--- config.mk ---
export PLATFORM = sky130hd
export DESIGN_NAME = maze_explorer_ctrl_flat
export DESIGN_NICKNAME = d
export VERILOG_FILES = /design/src/rtl/maze_explorer_ctrl_if.sv /design/src/rtl/maze_explorer_ctrl.sv /design/src/flat_wrapper.sv
export SDC_FILE = /design/constraint.sdc
export NUM_CORES = 1
export LEC_CHECK = 0
export ABC_AREA = 0
export BUFFER_PORTS_ARGS = -buffer_cell sky130_fd_sc_hd__buf_2
export CAP_MARGIN = 20
export CORE_ASPECT_RATIO = 1.25
export CORE_MARGIN = 2
export CORE_UTILIZATION = 45
export DETAILED_ROUTE_END_ITERATION = 8
export REMOVE_ABC_BUFFERS = 1
export SYNTH_ARGS = -nofsm -noshare
export SYNTH_HDL_FRONTEND = slang
export SYNTH_SLANG_ARGS = --single-unit
--- constraint.sdc ---
create_clock -name clk -period 16.15 [get_ports clk]
set_input_delay 2.4225 -clock clk [delete_from_list [all_inputs] [get_ports clk]]
set_output_delay 2.4225 -clock clk [all_outputs]
set_load 0.02 [all_outputs]
--- src/rtl/maze_explorer_ctrl_if.sv ---
// Bus between the maze search controller and its location-step datapath / maze memory.
// The controller takes the master modport; the datapath and memory side takes slave.
interface maze_explorer_ctrl_if;
  logic [7:0] nxtLoc;
  logic       cntReach;
  logic       memRd;
  logic [7:0] memAdr;
  logic       memWr;
  logic       memWrData;
  logic [1:0] dir;
  logic       rgLd;

  modport master (
    input  nxtLoc, cntReach, memRd,
    output memAdr, memWr, memWrData, dir, rgLd
  );

  modport slave (
    output nxtLoc, cntReach, memRd,
    input  memAdr, memWr, memWrData, dir, rgLd
  );
endinterface

--- src/rtl/maze_explorer_ctrl.sv ---
// Depth-first maze search controller with a direction stack for backtracking on a 16x16 grid.
// Define MAZE_STATS_EN to add the btCnt/tryCnt statistics outputs.
module maze_explorer_ctrl #(
  parameter int         DEPTH  = 256,
  parameter logic [7:0] START  = 8'h00,
  parameter logic [7:0] TARGET = 8'hFF,
  localparam int        PW     = $clog2(DEPTH + 1)
) (
  input  logic                 clk,
  input  logic                 rst,
  input  logic                 start,
  maze_explorer_ctrl_if.master bus,
  output logic [7:0]           currLoc,
  output logic                 busy,
  output logic                 done,
  output logic                 fail,
  output logic [PW-1:0]        pathLen
`ifdef MAZE_STATS_EN
  ,
  output logic [15:0]          btCnt,
  output logic [15:0]          tryCnt
`endif
);

  localparam int AW = (DEPTH > 1) ? $clog2(DEPTH) : 1;

  typedef enum logic [2:0] {
    S_IDLE,
    S_INIT,
    S_TRY,
    S_BACK,
    S_DONE,
    S_FAIL
  } state_t;

  state_t     state;
  logic [1:0] dir_reg;
  logic [1:0] stack_mem [DEPTH];
  logic [1:0] top_dir;
  logic       stack_full;
  logic       stack_empty;
  logic       legal;
  logic       push;
  logic       pop;
  logic       start_accept;

  assign stack_full   = (pathLen == PW'(DEPTH));
  assign stack_empty  = (pathLen == '0);
  assign top_dir      = stack_empty ? 2'b00 : stack_mem[AW'(pathLen - 1'b1)];
  assign legal        = !bus.cntReach && !bus.memRd;
  assign push         = (state == S_TRY) && legal && !stack_full;
  assign pop          = (state == S_BACK) && !stack_empty;
  assign start_accept = start && ((state == S_IDLE) || (state == S_DONE) || (state == S_FAIL));

  assign bus.memWrData = 1'b1;

  // Probe address, write strobe and step direction react to memRd/nxtLoc in the same cycle,
  // so that one direction is tried per clock.
  always_comb begin
    // NOTE: every output gets a default before the case so no latch is inferred.
    bus.memAdr = currLoc;
    bus.dir    = dir_reg;
    bus.memWr  = 1'b0;
    bus.rgLd   = 1'b0;
    case (state)
      S_INIT: begin
        bus.memAdr = START;
        bus.memWr  = !bus.memRd;
      end
      S_TRY: begin
        bus.memAdr = bus.nxtLoc;
        bus.memWr  = push;
        bus.rgLd   = push;
      end
      S_BACK: begin
        bus.dir  = ~top_dir;
        bus.rgLd = pop;
      end
      default: ;
    endcase
  end

  // NOTE: the stack array has no reset; pathLen alone says which entries are valid.
  always_ff @(posedge clk) begin
    if (push) stack_mem[AW'(pathLen)] <= dir_reg;
  end

  always_ff @(posedge clk) begin
    if (rst) begin
      state   <= S_IDLE;
      currLoc <= START;
      dir_reg <= 2'b00;
      pathLen <= '0;
      busy    <= 1'b0;
      done    <= 1'b0;
      fail    <= 1'b0;
    end else begin
      case (state)
        S_IDLE, S_DONE, S_FAIL: begin
          // A new run clears the stack and the sticky result flags on entry to INIT.
          if (start_accept) begin
            state   <= S_INIT;
            busy    <= 1'b1;
            done    <= 1'b0;
            fail    <= 1'b0;
            pathLen <= '0;
          end
        end
        S_INIT: begin
          currLoc <= START;
          dir_reg <= 2'b00;
          if (bus.memRd) begin
            state <= S_FAIL;
            busy  <= 1'b0;
            fail  <= 1'b1;
          end else if (START == TARGET) begin
            state <= S_DONE;
            busy  <= 1'b0;
            done  <= 1'b1;
          end else begin
            state <= S_TRY;
          end
        end
        S_TRY: begin
          if (legal) begin
            if (stack_full) begin
              state <= S_FAIL;
              busy  <= 1'b0;
              fail  <= 1'b1;
            end else begin
              pathLen <= pathLen + 1'b1;
              currLoc <= bus.nxtLoc;
              dir_reg <= 2'b00;
              if (bus.nxtLoc == TARGET) begin
                state <= S_DONE;
                busy  <= 1'b0;
                done  <= 1'b1;
              end
            end
          end else if (dir_reg == 2'b11) begin
            state <= S_BACK;
          end else begin
            dir_reg <= dir_reg + 2'd1;
          end
        end
        S_BACK: begin
          if (stack_empty) begin
            state <= S_FAIL;
            busy  <= 1'b0;
            fail  <= 1'b1;
          end else begin
            pathLen <= pathLen - 1'b1;
            currLoc <= bus.nxtLoc;
            // A popped 11 means every direction of the parent cell is exhausted too.
            if (top_dir != 2'b11) begin
              dir_reg <= top_dir + 2'd1;
              state   <= S_TRY;
            end
          end
        end
        default: state <= S_IDLE;
      endcase
    end
  end

`ifdef MAZE_STATS_EN
  always_ff @(posedge clk) begin
    if (rst || start_accept) begin
      btCnt  <= '0;
      tryCnt <= '0;
    end else begin
      if (pop && (btCnt != 16'hFFFF)) btCnt <= btCnt + 16'd1;
      if ((state == S_TRY) && (tryCnt != 16'hFFFF)) tryCnt <= tryCnt + 16'd1;
    end
  end
`endif

endmodule
--- src/flat_wrapper.sv ---
// flat-port wrapper written by rule: the top's interface ports become plain ports
module maze_explorer_ctrl_flat 
#(
  parameter int         DEPTH  = 256,
  parameter logic [7:0] START  = 8'h00,
  parameter logic [7:0] TARGET = 8'hFF,
  localparam int        PW     = $clog2(DEPTH + 1)
)
  (clk, rst, start, currLoc, busy, done, fail, pathLen, bus_nxtLoc, bus_cntReach, bus_memRd, bus_memAdr, bus_memWr, bus_memWrData, bus_dir, bus_rgLd);
  maze_explorer_ctrl_if bus_i ();
  input  logic clk;
  input  logic rst;
  input  logic start;
  output logic [7:0] currLoc;
  output logic busy;
  output logic done;
  output logic fail;
  output logic [PW-1:0] pathLen;
  input wire logic [$bits(bus_i.nxtLoc)-1:0] bus_nxtLoc;
  input wire logic [$bits(bus_i.cntReach)-1:0] bus_cntReach;
  input wire logic [$bits(bus_i.memRd)-1:0] bus_memRd;
  output wire logic [$bits(bus_i.memAdr)-1:0] bus_memAdr;
  output wire logic [$bits(bus_i.memWr)-1:0] bus_memWr;
  output wire logic [$bits(bus_i.memWrData)-1:0] bus_memWrData;
  output wire logic [$bits(bus_i.dir)-1:0] bus_dir;
  output wire logic [$bits(bus_i.rgLd)-1:0] bus_rgLd;
  assign bus_i.nxtLoc = bus_nxtLoc;
  assign bus_i.cntReach = bus_cntReach;
  assign bus_i.memRd = bus_memRd;
  assign bus_memAdr = bus_i.memAdr;
  assign bus_memWr = bus_i.memWr;
  assign bus_memWrData = bus_i.memWrData;
  assign bus_dir = bus_i.dir;
  assign bus_rgLd = bus_i.rgLd;
  maze_explorer_ctrl #(.DEPTH(DEPTH), .START(START), .TARGET(TARGET)) u_core (.clk(clk), .rst(rst), .start(start), .bus(bus_i), .currLoc(currLoc), .busy(busy), .done(done), .fail(fail), .pathLen(pathLen));
endmodule
==> impl_metrics.toml, run 1 <==
[floorplan]
initial_core_util = 0.454
fp.coreArea_um2 = 50200
dieArea_um2 = 52500
die_w_um = 205
rows = 92
die_h_um = 256
io_pins = 46

[setup_path]
cp-startpoint = "u_core.pathLen[0]"
critPathCaptureType = "output pin"
critPathRequiredTime_ns = 13.73
rr_worst_depth = 17
cp-start-kind = "flip-flop"
crit_arrival_ns = 6.16
cp_max_fo = 65
r2r-start = "u_core.pathLen[0]"
critPathKind = "flip-flop to output pin"

[yosys]
yosysWarnings = 0
syn_avg_cell_area_um2 = 16.0
ys_seq_area_frac = 0.697
synth_enable_flop_cells = 512
ys_ff_latch = 537
synth_ff_type = "edfxtp_1"
synth_area_um2 = 22800
synthArstFlopShare = 0
synth_cells = 1425
ys_types = 64

[sta]
setup_viol_count_final = 0
tns_ns = 0
layout_setup_ws_ns = 7.56
period_minus_slack_ns = 8.59
max_freq_ghz = 0.116
rsz0062_at_grt = "false"
finClkSkew_ns = 0.0262
hold_ws_ns = 0.517
min_period_over_period = 0.532
relSlewSlack = 0.253
tightest_slew_ns = 1.12
drv_slew = 0
finalHoldViolations = 0

[cells_and_area]
fin_nets = 1469
syn2layout_area_growth_pct = 11.6
layout_commonest_cell = "edfxtp_1"
mostFrequentLayoutCells = "512 x edfxtp_1, 300 x nor2_1, 140 x mux4_2"
drive_gt1_frac = 0.213
stdcell_count = 2148
regMostFlops = "u_core.stack_mem"
fill_cells = 4133
post-route-util = 0.507
antenna_cells = 0
top_regs = "u_core.stack_mem (512), u_core.pathLen (9), u_core.currLoc (8)"
finalInstanceArea_um2 = 25400
largest_register_ffs = 512

[power]
power_leakage_nw = 7.26
vdd.ir_drop.worst_mv = 0.0764
p_total_mw = 2.89
powerDensity_nw_per_um2 = 114

[placed_design]
hpwl_um = 33300
dpl_cell_area_um2 = 23600
portBuffers = 44
place_worst_setup_slack_ns = 8.10
gp_congestion = 0.913
dp.cells = 2055

[min_path]
worstHoldPathType = "flip-flop to flip-flop"
hold_depth = 2
min-delay-start = "u_core.busy"

[clocking]
postCtsHoldBufs = 0
cts_tree = "built"
clock-sinks = 537
cts-root-buf = "clkbuf_16"
cts_setup_buffers = 0
cts.clk_slew.worst_paths_ns = 0.06
clockBufferDepth = 3
htree_levels = 2
insertion_delay_ns = 0.58
ctsResizeCount = 0
cts_made_buffers = 50

[detailed_routing]
wl_um = 57200
post-route-drc-count = 0
drt_first_pass_iters = 5
drt-initial-drc-count = 1452
vias_per_cell = 6.05
drt-wirelength-per-cell_um = 26.6
drtAntennaViolNets = 0
num_vias = 13000

[grt]
grt-ovfl-total = 0
antenna_found_initial = 0
grt_pass1_vias = 13200
grt_first_pass_wirelength_um = 85100
grt_start_max_net_pins = 118
track_usage = 0.219

[status]
status = "complete, no violations"

[flow_run]
max-cap-violations = 0
metal layers:
metal,track usage,wire length [um],vias to the layer above
met5,0,0,-
met4,0.0859,2210,0
li1,-,-,5588
met3,0.0275,3490,111
met1,0.296,22900,6798
met2,0.363,28600,493
logic make-up after synthesis:
group | share of synthesized area
compound gates | 0.0360
xor+xnor | 0.00346
fa+ha+maj | 0.00329
buf+inv | 0.0229
flops | 0.697
mux | 0.146
other cells | 0.000165
simple gates | 0.0910
cells in the mapped netlist (13+ instances only):
cell type | instances | area (um2)
edfxtp_1 | 512 | 15400
o21ai_0 | 19 | 95.1
nand3_1 | 31 | 155
a22oi_1 | 16 | 120
and3_1 | 13 | 81.3
nand2_1 | 94 | 353
nor2_1 | 300 | 1130
dfxtp_1 | 25 | 500
mux2i_1 | 16 | 160
a21oi_1 | 20 | 100
mux4_2 | 140 | 3150
clkbuf_1 | 65 | 244
area by class of cell:
type	count	area (um2)	area share
multi-input combinational	780	6470	0.255
sequential	537	15900	0.625
timing repair buffer	73	458	0.0180
tap	658	823	0.0324
clock buffer	64	1360	0.0533
inverter	8	30.0	0.00118
clock inverter	28	397	0.0156
worst max-delay path, cell delays in order (launching register included):
cell       delay [ns]
dfxtp_4          0.74
inv_1            0.25
ha_4             0.57
buf_4            0.57
buf_4            0.86
mux4_2           0.41
and3_1           0.18
a2111oi_0        0.65
nor4_1           0.14
or4_4            0.55
a31oi_1          0.32
buf_2            0.23
power breakdown:
group | internal, mW | switching [mW] | leakage [nW]
sequential | 1.50 | 0.00538 | 4.37
combinational | 0.0396 | 0.0763 | 2.05
clock | 0.753 | 0.509 | 0.843
worst paths after layout:
kind                       end  slack, ns
min reg2reg        u_core.busy       0.52
max reg2reg  u_core.dir_reg[0]       9.61
max                 bus_dir[0]       7.56
min                u_core.busy       0.52
No activity file was read; power rests on OpenSTA's default activity.
==> run 2, diff against run 1 <==
--- a/config.mk
+++ b/config.mk
@@ -5,7 +5,7 @@
 export SDC_FILE = /design/constraint.sdc
 export NUM_CORES = 1
 export LEC_CHECK = 0
-export ABC_AREA = 0
+export ABC_AREA = 1
 export BUFFER_PORTS_ARGS = -buffer_cell sky130_fd_sc_hd__buf_2
 export CAP_MARGIN = 20
 export CORE_ASPECT_RATIO = 1.25
==> constraint.sdc (replaced) <==
create_clock -name clk -period 7.85 [get_ports clk]
set_input_delay 1.1775 -clock clk [delete_from_list [all_inputs] [get_ports clk]]
set_output_delay 1.1775 -clock clk [all_outputs]
set_load 0.02 [all_outputs]
==> run 2 against run 1 <==
Compared with the run above: hold slack worse by 0.038 ns; flip-flop and latch count unchanged; synthesized area up 3.0%; critical path type unchanged; combinational power rose to 21 times the previous value; register-to-register slack worse by 7.2 ns; synthesized cell count up 55%; core utilization down 0.78 points; routed wire length up 11%; clock power up 91%; critical path depth up 3.
==> impl_metrics.toml, run 2 <==
[status]
status = "complete, no violations"

[yosys]
synth_compound_area_frac = 0.0342
synth_top_cell_by_area = "edfxtp_1"
ys_top_cells_by_area = "edfxtp_1 66%, nand3_1 9.2%, nand2_1 8.7%, nor2_1 5.2%, dfxtp_1 2.1%"
synth_top_family_by_area = "simple AND/OR/NAND/NOR gates"
yosysMostFrequentCell = "nand2_1"
synth_simple_gate_area_share = 0.240
synth_cells = 2213
synthDominantCellAreaShare = 0.655
synth_enable_flop_cells = 512
ys_types = 40
ys_seq_area_frac = 0.677
synthArstFlopShare = 0
ys_top_cells_by_count = "542 x nand2_1, 512 x edfxtp_1, 432 x nand3_1, 324 x nor2_1, 90 x buf_2"
synth_area_um2 = 23500
synthXorXnorAreaFrac = 0.00309
synth_ff_type = "edfxtp_1"
syn_avg_cell_area_um2 = 10.6
yosysWarnings = 0
ys_ff_latch = 537
synth_fa_ha_area_frac = 0.00320
synth_mux_area_frac = 0.00427

[clocking]
clockBufferDepth = 3
cts-root-buf = "clkbuf_16"
cts.clk_slew.worst_paths_ns = 0.07
htree_levels = 2
clock-sinks = 537
cts_tree = "built"
cts_made_buffers = 52
insertion_delay_ns = 0.62
postCtsHoldBufs = 0
ctsResizeCount = 0
cts_setup_buffers = 0

[power]
vdd.ir_drop.worst_mv = 0.220
power.share.sequential = 0.411
internal_power_mw = 5.33
power_frac_clock = 0.290
p_switching_mw = 3.00
combPwrFrac = 0.299
power_switching_share = 0.361
power_leakage_nw = 9.05
powerDensity_nw_per_um2 = 324

[setup_path]
cp_num_buf_inv = 3
cp_max_fo = 69
cp-start-kind = "flip-flop"
max_stage_delay_ns = 0.81
critPathRequiredTime_ns = 6.67
critPathCaptureType = "output pin"
crit_arrival_ns = 5.39
crit_chain = "buf_4, buf_4, nor3_4, nand2_1, nand2_2, nand3_1, nand3_1, nand3_1, nand3_1, nand3_1, nand3_1, nand2_1, o21ai_0, buf_2"
worst_path_dominant_cell_family = "simple AND/OR/NAND/NOR gates"
slowest_stage = "dfxtp_4"
critPathKind = "flip-flop to output pin"
crit_path_frequent_cell = "nand3_1"

[detailed_routing]
wl_um = 63600
vias_per_cell = 5.73
drt_first_pass_iters = 5
drt-initial-drc-count = 1605
drt-wirelength-per-cell_um = 22.0
num_vias = 16600
post-route-drc-count = 0
drtAntennaViolNets = 0

[grt]
grt-ovfl-total = 0
grt_pass1_vias = 16600
track_usage = 0.236
grt_first_pass_wirelength_um = 97200
grt_start_max_net_pins = 121
antenna_found_initial = 0

[cells_and_area]
drive_gt1_frac = 0.0803
fin_nets = 2206
finalInstanceArea_um2 = 25700
top_regs = "u_core.stack_mem (512), u_core.pathLen (9), u_core.currLoc (8)"
syn2layout_area_growth_pct = 9.57
multiInputGateArea_um2 = 6730
regMostFlops = "u_core.stack_mem"
antenna_cells = 0
mostFrequentLayoutCells = "542 x nand2_1, 512 x edfxtp_1, 426 x nand3_1"
regArea_um2 = 15900
post-route-util = 0.499
largest_register_ffs = 512
fill_cells = 4670
layout_commonest_cell = "nand2_1"

[floorplan]
die_w_um = 208
initial_core_util = 0.455
rows = 93
die_h_um = 259
fp.coreArea_um2 = 51500
dieArea_um2 = 54000
io_pins = 46

[placed_design]
dpl_cell_area_um2 = 24100
hpwl_um = 34900
portBuffers = 44
gp_congestion = 0.843
place_worst_setup_slack_ns = 2.11

[sta]
tightest_slew_ns = 1.07
layout_setup_ws_ns = 1.28
finalHoldViolations = 0
relSlewSlack = 0.283
max_freq_ghz = 0.152
rsz0062_at_grt = "false"
finClkSkew_ns = 0.0219
min_period_over_period = 0.837
drv_slew = 0
period_minus_slack_ns = 6.57
setup_viol_count_final = 0
tns_ns = 0

[min_path]
worstHoldPathType = "flip-flop to flip-flop"

[flow_run]
max-cap-violations = 0
==> run 2: changes by cell type in the layout (fill, tap and decap cells not counted), moves of 8 or more <==
| cell | before | now |
|---|---|---|
| mux4_2 | 140 | 0 |
| a22oi_1 | 16 | 26 |
| inv_1 | 8 | 40 |
| clkinv_1 | 7 | 15 |
| a21oi_1 | 20 | 61 |
| a31oi_1 | 9 | 1 |
| nor2_1 | 300 | 324 |
| buf_4 | 28 | 20 |
| and3_1 | 13 | 0 |
| nand2_1 | 94 | 542 |
| nand3_1 | 25 | 426 |
==> run 2: per-layer routing <==
metal | part of all wire | wire length, um | GRT usage | vias up
met5 | 0 | 0 | 0 | -
met4 | 0.038 | 2450 | 0.0931 | 0
met3 | 0.073 | 4620 | 0.0392 | 142
met2 | 0.49 | 31100 | 0.407 | 657
met1 | 0.40 | 25400 | 0.299 | 8152
li1 | - | - | - | 7647
==> run 2: cell families after synthesis <==
group / after synthesis
buffers and inverters: 197
and+or+nand+nor: 1325
other: 1
DFF: 537
muxes: 10
xor gates and xnor gates: 4
AOI/OAI and AO/OA: 133
adders and majority gates: 6
==> run 2: cell type report <==
class / instances / share of cell area
timing repair buffer: 68 / 0.0181
inverter: 49 / 0.00754
multi-input combinational: 1479 / 0.262
clock buffer: 64 / 0.0524
tap: 665 / 0.0324
clock inverter: 33 / 0.0101
sequential: 537 / 0.618
==> run 2: through the flow <==
step	total power, mW	std cells	hold WS (ns)
after floorplan	5.04	2065	0.453
after global placement	5.92	2795	0.457
after detailed placement	5.96	2797	0.467
after CTS	8.35	2894	0.484
after global routing	8.69	2895	0.512
final	8.33	2895	0.480
==> run 2: worst reg2reg max path: stages (launching register included) <==
cell	delay [ns]
dfxtp_4	0.81
inv_8	0.38
ha_4	0.71
inv_4	0.71
buf_12	0.44
nand3_1	0.17
nand3_1	0.14
nand3_1	0.10
nand3_1	0.17
nand3_1	0.20
nand3_1	0.16
nand3_1	0.09
nand3_1	0.22
inv_1	0.08
ha_1	0.23
nand3_1	0.09
o2111ai_1	0.22
a21oi_1	0.23
nand2_1	0.08
a21oi_1	0.13
==> run 2: power groups by stage <==
stage	registers [mW]	logic, mW	clock network (mW)
after floorplan	3.59	1.45	0
after global placement	3.49	2.43	0
after detailed placement	3.48	2.48	0
after CTS	3.42	2.49	2.44
after global routing	3.43	2.71	2.55
final	3.42	2.49	2.41
==> run 2: final timing paths <==
| kind | startpoint | end | slack (ns) | cells past startpoint |
|---|---|---|---|---|
| setup reg to reg | u_core.pathLen[0] | u_core.state[1] | 2.42 | 19 |
| setup / recovery | u_core.pathLen[0] | bus_dir[0] | 1.28 | 14 |
| hold reg to reg | u_core.fail | u_core.fail | 0.48 | 2 |
| hold / removal | u_core.fail | u_core.fail | 0.48 | 2 |
